File: src/rtl/camera_stream_gen_if.sv
// Pixel-word stream into the camera timing generator: 32-bit words with a
// valid/ready handshake. The source drives data and valid, the generator
// drives ready.
interface camera_stream_gen_if;
    logic [31:0] s_data;
    logic        s_valid;
    logic        s_ready;

    modport master (output s_data, output s_valid, input s_ready);
    modport slave  (input s_data, input s_valid, output s_ready);
endinterface

File: src/rtl/camera_stream_gen.sv
// Camera-style parallel video generator. Emits vsync / href / 8-bit data
// timing for a DVP-like sensor bus from a stream of 32-bit pixel words.
// Bytes leave MSB first through a one-word holding buffer; an empty buffer
// at the start of a word slot yields four zero bytes and a sticky underrun.
module camera_stream_gen #(
    parameter int H_ACTIVE    = 1280,
    parameter int H_BLANK     = 160,
    parameter int V_ACTIVE    = 480,
    parameter int VSYNC_LINES = 3,
    parameter int V_BACK      = 2,
    parameter int V_FRONT     = 2
) (
    input  logic                camera_pclk,
    input  logic                rst_n,
    input  logic                enable,
    camera_stream_gen_if.slave  s,
    output logic                camera_vsync,
    output logic                camera_href,
    output logic [7:0]          camera_data,
    output logic                frame_start,
    output logic                underrun
);

    localparam int LINE_LEN  = H_ACTIVE + H_BLANK;
    localparam int CNT_W     = $clog2(LINE_LEN);
    localparam int MAX_A     = (VSYNC_LINES > V_BACK) ? VSYNC_LINES : V_BACK;
    localparam int MAX_B     = (V_ACTIVE > V_FRONT) ? V_ACTIVE : V_FRONT;
    localparam int MAX_LINES = (MAX_A > MAX_B) ? MAX_A : MAX_B;
    localparam int LINE_W    = $clog2(MAX_LINES + 1);

    localparam logic [CNT_W-1:0]  LAST_CNT   = CNT_W'(LINE_LEN - 1);
    localparam logic [CNT_W-1:0]  LAST_ACT   = CNT_W'(H_ACTIVE - 1);
    localparam logic [LINE_W-1:0] LAST_VSYNC = LINE_W'(VSYNC_LINES - 1);
    localparam logic [LINE_W-1:0] LAST_VBACK = LINE_W'(V_BACK - 1);
    localparam logic [LINE_W-1:0] LAST_VACT  = LINE_W'(V_ACTIVE - 1);
    localparam logic [LINE_W-1:0] LAST_VFRT  = LINE_W'(V_FRONT - 1);

    typedef enum logic [2:0] {IDLE, VSYNC, VBACK, ACTIVE, HBLANK, VFRONT} state_t;

    state_t            state_q, state_d;
    logic [CNT_W-1:0]  cnt_q, cnt_d;
    logic [LINE_W-1:0] line_q, line_d;
    logic [31:0]       buf_q, buf_d;
    logic              buf_valid_q, buf_valid_d;
    logic              skip_q, skip_d;
    logic              vsync_q, vsync_d;
    logic              href_q, href_d;
    logic [7:0]        data_q, data_d;
    logic              fs_q, fs_d;
    logic              ur_q, ur_d;
    logic              s_ready_q, s_ready_d;
    logic              eol, frame_done;
    logic              accept, word_free, word_start;
    logic [1:0]        idx_q, idx_d;

    // Frame timing: state, cycle-in-line counter and line counter.
    always_comb begin
        // NOTE: every signal written here gets a default first, so no path
        // through the case can leave one unassigned and infer a latch.
        state_d    = state_q;
        cnt_d      = cnt_q + 1'b1;
        line_d     = line_q;
        fs_d       = 1'b0;
        frame_done = 1'b0;
        eol        = (cnt_q == LAST_CNT);
        unique case (state_q)
            IDLE: begin
                cnt_d  = '0;
                line_d = '0;
                if (enable) begin
                    state_d = VSYNC;
                    fs_d    = 1'b1;
                end
            end
            VSYNC: if (eol) begin
                cnt_d = '0;
                if (line_q == LAST_VSYNC) begin
                    line_d  = '0;
                    state_d = (V_BACK == 0) ? ACTIVE : VBACK;
                end else begin
                    line_d = line_q + 1'b1;
                end
            end
            VBACK: if (eol) begin
                cnt_d = '0;
                if (line_q == LAST_VBACK) begin
                    line_d  = '0;
                    state_d = ACTIVE;
                end else begin
                    line_d = line_q + 1'b1;
                end
            end
            ACTIVE: if (cnt_q == LAST_ACT) state_d = HBLANK;
            HBLANK: if (eol) begin
                cnt_d = '0;
                if (line_q == LAST_VACT) begin
                    line_d = '0;
                    if (V_FRONT == 0) frame_done = 1'b1;
                    else              state_d    = VFRONT;
                end else begin
                    line_d  = line_q + 1'b1;
                    state_d = ACTIVE;
                end
            end
            VFRONT: if (eol) begin
                cnt_d = '0;
                if (line_q == LAST_VFRT) frame_done = 1'b1;
                else                     line_d     = line_q + 1'b1;
            end
            default: state_d = IDLE;
        endcase
        // A frame always runs to completion; enable only decides what follows.
        if (frame_done) begin
            line_d = '0;
            if (enable) begin
                state_d = VSYNC;
                fs_d    = 1'b1;
            end else begin
                state_d = IDLE;
            end
        end
    end

    // Holding buffer, byte selection and next values of the registered outputs.
    always_comb begin
        idx_q       = cnt_q[1:0];
        idx_d       = cnt_d[1:0];
        accept      = s.s_valid && s_ready_q;
        word_free   = (state_q == ACTIVE) && (idx_q == 2'd3) && !skip_q;
        buf_d       = buf_q;
        buf_valid_d = buf_valid_q;
        if (accept) begin
            buf_d       = s.s_data;
            buf_valid_d = 1'b1;
        end else if (word_free) begin
            buf_valid_d = 1'b0;
        end
        // An empty buffer at byte 0 turns the whole 4-byte slot into zeros.
        word_start = (state_d == ACTIVE) && (idx_d == 2'd0);
        skip_d     = 1'b0;
        if (state_d == ACTIVE) skip_d = word_start ? !buf_valid_d : skip_q;
        ur_d    = ur_q | (word_start & !buf_valid_d);
        vsync_d = (state_d == VSYNC);
        href_d  = (state_d == ACTIVE);
        data_d  = 8'h00;
        if (href_d && !skip_d) begin
            unique case (idx_d)
                2'd0: data_d = buf_d[31:24];
                2'd1: data_d = buf_d[23:16];
                2'd2: data_d = buf_d[15:8];
                2'd3: data_d = buf_d[7:0];
            endcase
        end
        // During a zero-filled slot the idx-3 refill path stays closed so a
        // word prefetched inside the slot is not overwritten.
        s_ready_d = (state_d != IDLE) &&
                    (!buf_valid_d || ((state_d == ACTIVE) && (idx_d == 2'd3) && !skip_d));
    end

    // State, counters, buffer flags and all registered outputs.
    always_ff @(posedge camera_pclk or negedge rst_n) begin
        // NOTE: sequential state uses non-blocking assignments only, so every
        // register samples the pre-edge values regardless of statement order.
        if (!rst_n) begin
            state_q     <= IDLE;
            cnt_q       <= '0;
            line_q      <= '0;
            buf_valid_q <= 1'b0;
            skip_q      <= 1'b0;
            vsync_q     <= 1'b0;
            href_q      <= 1'b0;
            data_q      <= 8'h00;
            fs_q        <= 1'b0;
            ur_q        <= 1'b0;
            s_ready_q   <= 1'b0;
        end else begin
            state_q     <= state_d;
            cnt_q       <= cnt_d;
            line_q      <= line_d;
            buf_valid_q <= buf_valid_d;
            skip_q      <= skip_d;
            vsync_q     <= vsync_d;
            href_q      <= href_d;
            data_q      <= data_d;
            fs_q        <= fs_d;
            ur_q        <= ur_d;
            s_ready_q   <= s_ready_d;
        end
    end

    // Buffer data word.
    always_ff @(posedge camera_pclk) begin
        // NOTE: the data word has no reset; buf_valid_q gates every use of it,
        // so clearing the valid bit is what empties the buffer.
        buf_q <= buf_d;
    end

    assign s.s_ready    = s_ready_q;
    assign camera_vsync = vsync_q;
    assign camera_href  = href_q;
    assign camera_data  = data_q;
    assign frame_start  = fs_q;
    assign underrun     = ur_q;

endmodule
File: src/flat_wrapper.sv
// flat-port wrapper written by rule: the top's interface ports become plain ports
module camera_stream_gen_flat 
#(
    parameter int H_ACTIVE    = 1280,
    parameter int H_BLANK     = 160,
    parameter int V_ACTIVE    = 480,
    parameter int VSYNC_LINES = 3,
    parameter int V_BACK      = 2,
    parameter int V_FRONT     = 2
)
  (camera_pclk, rst_n, enable, camera_vsync, camera_href, camera_data, frame_start, underrun, s_s_data, s_s_valid, s_s_ready);
  camera_stream_gen_if s_i ();
  input  logic camera_pclk;
  input  logic rst_n;
  input  logic enable;
  output logic camera_vsync;
  output logic camera_href;
  output logic [7:0] camera_data;
  output logic frame_start;
  output logic underrun;
  input wire logic [$bits(s_i.s_data)-1:0] s_s_data;
  input wire logic [$bits(s_i.s_valid)-1:0] s_s_valid;
  output wire logic [$bits(s_i.s_ready)-1:0] s_s_ready;
  assign s_i.s_data = s_s_data;
  assign s_i.s_valid = s_s_valid;
  assign s_s_ready = s_i.s_ready;
  camera_stream_gen #(.H_ACTIVE(H_ACTIVE), .H_BLANK(H_BLANK), .V_ACTIVE(V_ACTIVE), .VSYNC_LINES(VSYNC_LINES), .V_BACK(V_BACK), .V_FRONT(V_FRONT)) u_core (.camera_pclk(camera_pclk), .rst_n(rst_n), .enable(enable), .s(s_i), .camera_vsync(camera_vsync), .camera_href(camera_href), .camera_data(camera_data), .frame_start(frame_start), .underrun(underrun));
endmodule
File: config.mk
export PLATFORM = sky130hd
export DESIGN_NAME = camera_stream_gen_flat
export DESIGN_NICKNAME = d
export VERILOG_FILES = /design/src/rtl/camera_stream_gen_if.sv /design/src/rtl/camera_stream_gen.sv /design/src/flat_wrapper.sv
export SDC_FILE = /design/constraint.sdc
export NUM_CORES = 1
export LEC_CHECK = 0
export ABC_AREA = 1
export BUFFER_PORTS_ARGS = -buffer_cell sky130_fd_sc_hd__buf_2
export CAP_MARGIN = 20
export CORE_ASPECT_RATIO = 1.25
export CORE_MARGIN = 2
export CORE_UTILIZATION = 53
export CTS_BUF_LIST = sky130_fd_sc_hd__clkbuf_2 sky130_fd_sc_hd__clkbuf_4 sky130_fd_sc_hd__clkbuf_8
export DETAILED_ROUTE_END_ITERATION = 12
export GPL_ROUTABILITY_DRIVEN = 0
export HOLD_SLACK_MARGIN = 0.05
export PLACE_DENSITY = 0.83
export SETUP_SLACK_MARGIN = 0.5
export SLEW_MARGIN = 20
export SYNTH_ARGS = -nofsm -noshare
export SYNTH_HDL_FRONTEND = slang
export SYNTH_SLANG_ARGS = --single-unit
File: constraint.sdc
create_clock -name camera_pclk -period 1.9 [get_ports camera_pclk]
set_clock_uncertainty 0.1 [all_clocks]
set_input_delay 0.38 -clock camera_pclk [delete_from_list [all_inputs] [get_ports camera_pclk]]
set_output_delay 0.38 -clock camera_pclk [all_outputs]
set_load 0.005 [all_outputs]
==> results of run 1 <==
path summary, 6_finish.rpt:
kind	startpoint	to	slack, ps	depth (start not counted)
worst max-delay path	u_core.cnt_q[1]	u_core.camera_data[1]	-430	13
worst min-delay path	s_s_data[7]	u_core.buf_q[7]	140	3
worst max register to register	u_core.cnt_q[1]	u_core.camera_data[1]	-430	13
worst min register to register	u_core.buf_q[7]	u_core.buf_q[7]	360	2
max in group asynchronous	rst_n	u_core.state_q[0]	820	3
min in group asynchronous	rst_n	u_core.cnt_q[9]	400	2
timing repair:
item                                    CTS  global route
buffers inserted                         18            12
gates resized for setup                  53            52
hold buffers                              1             0
pin swaps                                17            14
endpoints found under the setup margin   37            62
endpoints found under the hold margin    18             0
report_power, final:
group	total [mW]	internal (mW)	switching [mW]	leakage [nW]
Combinational	2.30	0.955	1.34	1.57
Clock	1.39	0.783	0.608	0.113
Sequential	2.14	1.93	0.209	0.768
Total	5.83	3.66	2.16	2.46
critical path, delay by kind of cell, from the launching register on:
family	cells	cell delay, ps
compound gates	2	370
buf+inv	1	90
flops	1	400
fa+ha+maj	1	170
simple gates	9	1110
cell families (layout without fill, tap and decap cells):
logic type	after synthesis	in the layout	synth area share, %
AO/OA/AOI/OAI	39	39	7.49
XOR/XNOR	4	4	1.09
adder cells (fa/ha/maj)	4	4	1.55
buffers and inverters	54	199	6.33
flip-flops	70	70	49.4
multiplexers	3	3	0.931
AND/OR/NAND/NOR	250	250	33.3
metal layers:
metal | GRT usage, % | vias to the layer above | share of wire (%)
met5 | 0 | - | 0
li1 | - | 1622 | -
met4 | 15.5 | 0 | 5.3
met2 | 50.7 | 174 | 53
met3 | 7.33 | 58 | 5.6
met1 | 29.7 | 1650 | 36
synth_stat cells (all sizes together):
master,instances,share of area (%)
o22ai,4,1.2
o32a,1,0.31
ha,4,1.6
nand4,3,0.58
nor3,10,1.7
xor2,3,0.82
a31oi,1,0.19
clkbuf,6,0.70
o21a,1,0.23
nor4,1,0.19
o21ai,9,1.5
nand3,28,5.0
a21oi,22,3.8
dfrtp,38,29
nor2,53,7.2
xnor2,1,0.27
inv,46,5.4
nor3b,1,0.23
nand2,154,18
mux2i,3,0.93
a41oi,1,0.27
buf,2,0.27
dfxtp,32,20
sequential cells by signal, summed over array words and instances, names as in the netlist:
name / count
u_core.camera_data: 8
u_core.line_q: 9
u_core.cnt_q: 11
u_core.state_q: 3
u_core.s.s_ready: 1
u_core.underrun: 1
u_core.camera_href: 1
u_core.buf_q: 32
u_core.camera_vsync: 1
u_core.frame_start: 1
u_core.buf_valid_q: 1
u_core.skip_q: 1
cell type report:
class | instances | area, um2 | area share [%]
sequential | 70 | 1590 | 32.1
clock buffer | 10 | 138 | 2.77
clock inverter | 6 | 91.3 | 1.84
multi-input combinational | 300 | 1830 | 36.8
tap | 82 | 103 | 2.06
inverter | 46 | 189 | 3.80
timing repair buffer | 137 | 1030 | 20.7
metrics by stage:
step | instances | hold slack, ps | util (%) | setup WS [ps]
6_report | 651 | 138 | 84.9 | -427
5_1_grt | 651 | 145 | 84.9 | -490
4_1_cts | 639 | 133 | 79.6 | -208
3_5_place_dp | 604 | 258 | 69.8 | -286
3_3_place_gp | 604 | 253 | 69.8 | -124
2_1_floorplan | 424 | -15.6 | - | -63.8
==> impl_results.md, run 1 <==
* Outcome: complete, but fails checks
* Failing checks: negative setup slack
* I/O pins at 49
* Register area share after synthesis at 49.4%
* DRT antenna net count at 0
* Arr. time, crit path at 2490 ps
* Buffers on Ports at 48
* CP Cell Sequence: ha_4, nand3_4, nor2_4, nand3_4, nor2_2, nor2_1, nor2_1, nor2_2, a21oi_4, inv_2, o21ai_4, nand3_4, nor2_1
* Leading cell types in the layout, fill and taps excluded: 136 x nand2_1, 67 x buf_4, 48 x buf_2, 36 x dfrtp_1, 32 x dfxtp_1
* Synthesized flop and latch total at 70
* Synth Cell Area at 3220 um2
* CTS tree: built
* DRC viols at 0
* Die H at 91.2 um
* Num CTS Buffers at 9
* Max Root-Sink Buffers at 2
* Antenna violations before repair at 0
* Design Power at 5.83 mW
* DP HPWL at 5850 um
* Final wirelength at 10700 um
* Fin. Hold Viols at 0
* Row Count at 31
* Post-Synthesis Cells at 424
* Per-cell routed wire length at 16.4 um
* Cell variety after synth at 34
* Req. time, crit path at 2070 ps
* Slew Limit Fails at 0
* DR pass1 iterations at 8
* Layout cell share with drive strength beyond 1 at 45.7%
* Final design area excluding fillers at 4970 um2
* Power per cell area at 1170 nW/um2
* Most common cell after layout, fill and taps aside: nand2_1
* Die area at 6730 um2
* Setup TNS at -5840 ps
* Fill count at 299
* Slowest CP cell: dfrtp_1
* Hold Crit Class: in2reg
* Synthesis Warnings at 0
* Worst path max stage delay at 400 ps
* Global-route wire length before repair at 14600 um
* Initial DRC Count at 227
* DR vias/cell at 5.38
* Setup crit start kind: register
* Unrepaired setup endpoints after global routing: true
* Clock Tree Root: clkbuf_8
* Worst Path Max Fanout at 8
* Peak VDD IR at 1.02 mV
* Global route overflow at 0
* Final Setup Violations at 29
* Leakage power at 2.46 nW
* Post-Syn Nets at 464
* Crit path time final at 2330 ps
* Clock Latency Late Sink at 350 ps
* Worst-margin pin slew at 467 ps
* Vias at 3504
* Vias in the first global route at 3282
* Initial Utilization at 55.1%
* Area post-placement at 4090 um2
* Period utilization at 122%
* Syn avg cell area at 7.60 um2
* H-tree levels at 3
* Crit. End Element: register
* Total GRT Usage at 28.6%
* Die width at 73.8 um
* Fmax at 0.430 GHz
* NumNets Final at 604
* Ant diodes at 0
* Area grow syn2layout at 54.2%
* Setup ws final at -427 ps
* Core box area at 5860 um2
* Sink Count at 70
* Relative slew margins at 68.9%
* Crit Path Category: reg2reg
* Clock-pin slew on the worst setup and hold paths at 80 ps
* Largest net degree at the start of global routing at 33
* Max-Cap Viols at 0
Power figures use the tool's default switching activity.
==> inputs of run 2 (changes only) <==
- CAP_MARGIN: 20 -> 30
- RECOVER_POWER: default -> 100
==> impl_results.md, run 2 (synthesized netlist as in run 1, its figures left out) <==
* Outcome: complete, but fails checks
* Failing checks: negative setup slack
* Crit path time final at 2330 ps
* Comb power frac at 39.3%
* Leakage power at 2.42 nW
* DP HPWL at 5850 um
* Die width at 73.8 um
* Hold Crit Class: in2reg
* Relative slew margins at 31.1%
* Final Setup Violations at 29
* Die area at 6730 um2
* Setup TNS at -5980 ps
* Slew Limit Fails at 0
* Place WS at -286 ps
* Worst Path Max Fanout at 8
* Period utilization at 123%
* Clock Latency Late Sink at 350 ps
* I/O pins at 49
* Setup ws final at -428 ps
* DR pass1 iterations at 6
* Crit Path Category: reg2reg
* H-tree levels at 3
* Power Internal at 3.65 mW
* Worst reg2reg path depth at 13
* Num CTS Buffers at 9
* Arr. time, crit path at 2490 ps
* Peak VDD IR at 1.02 mV
* Largest net degree at the start of global routing at 33
* Initial Utilization at 55.1%
* CTS tree: built
* Sequential cell fraction of total power at 36.8%
* Req. time, crit path at 2070 ps
* Max Root-Sink Buffers at 2
* Setup crit start kind: register
* Ant diodes at 0
* Fmax at 0.430 GHz
* Crit. End Element: register
* Layout cell share with drive strength beyond 1 at 44.5%
* Global route overflow at 0
* DR vias/cell at 5.37
* Per-cell routed wire length at 16.5 um
* Hold_ws at 135 ps
* Buffers on Ports at 48
* Vias in the first global route at 3282
* Most common cell after layout, fill and taps aside: nand2_1
* Final wirelength at 10800 um
* Clock-pin slew on the worst setup and hold paths at 80 ps
* Global-route wire length before repair at 14600 um
* DRT antenna net count at 0
* Fill count at 312
* Clock power share at 23.9%
* Core box area at 5860 um2
* Row Count at 31
* Biggest register: u_core.buf_q
* Total GRT Usage at 28.6%
* Leading cell types in the layout, fill and taps excluded: 136 x nand2_1, 65 x buf_4, 43 x buf_2, 36 x dfrtp_1, 32 x dfxtp_1
* P_sw at 2.17 mW
* Unrepaired setup endpoints after global routing: true
* Hold Path Stages at 3
* Top flop regs: u_core.buf_q x32, u_core.cnt_q x11, u_core.line_q x9
* Net Sw Frac at 37.3%
* Power per cell area at 1180 nW/um2
* Max reg flops at 32
* Max-Cap Viols at 0
* Initial DRC Count at 220
* Vias at 3497
* NumNets Final at 604
* Area grow syn2layout at 52.7%
* Fin. Hold Viols at 0
* DRC viols at 0
* Antenna violations before repair at 0
* Sink Count at 70
* Die H at 91.2 um
* Worst-margin pin slew at 1030 ps
* Clock Tree Root: clkbuf_8
* Finished Core Util at 84.0%
[run 2: final timing paths]
path	start	endpoint	slack, ps
max reg2reg	u_core.cnt_q[1]	u_core.camera_data[1]	-430
min	s_s_data[7]	u_core.buf_q[7]	130
min reg2reg	u_core.buf_q[21]	u_core.buf_q[21]	360
max in group asynchronous	rst_n	u_core.state_q[0]	130
min in group asynchronous	rst_n	u_core.cnt_q[9]	620
max	u_core.cnt_q[1]	u_core.camera_data[1]	-430
[run 2: stage by stage]
stage / cells / cell area, um2 / power [mW]
after global routing: 651 / 4920 / 6.10
after CTS: 639 / 4660 / 5.40
after detailed placement: 604 / 4090 / 3.85
after floorplan: 424 / 3330 / 3.20
final: 651 / 4920 / 5.82
after global placement: 604 / 4090 / 3.77
[run 2: power groups by stage]
stage	combinational, mW	sequential [mW]	clock [mW]
after floorplan	1.09	2.11	0
after global placement	1.65	2.11	0
after global routing	2.46	2.16	1.47
after detailed placement	1.71	2.14	0
final	2.28	2.14	1.39
after CTS	1.91	2.11	1.39
[run 2: worst max-delay path: stages, from the launching register on]
cell and delay, ps:
dfrtp_1 410, ha_4 170, nand3_4 100, nor2_4 150, nand3_4 130, nor2_2 120, nor2_1 50, nor2_1 110
nor2_2 80, a21oi_4 160, inv_2 90, o21ai_4 210, nand3_4 170, nor2_1 180
[run 2: cell type report]
cell class / instances / area (um2) / share of cell area [%]
tap: 82 / 103 / 2.08
sequential: 70 / 1590 / 32.4
timing repair buffer: 137 / 992 / 20.2
clock buffer: 10 / 138 / 2.80
inverter: 46 / 186 / 3.79
clock inverter: 6 / 91.3 / 1.86
multi-input combinational: 300 / 1820 / 36.9
[run 2: what timing repair did]
item / in CTS / in global routing
gates resized for setup: 53 / 52
hold endpoints to repair: 18 / 0
pin swaps: 17 / 14
setup endpoints to repair: 37 / 62
buffers inserted: 18 / 12
hold buffers: 1 / 0
[run 2: routing by layer]
layer	vias up	GRT usage (%)	wire length [um]
li1	1625	-	-
met1	1645	29.7	3880
met2	177	50.7	5780
met3	50	7.33	574
met4	0	15.5	516
met5	-	0	0
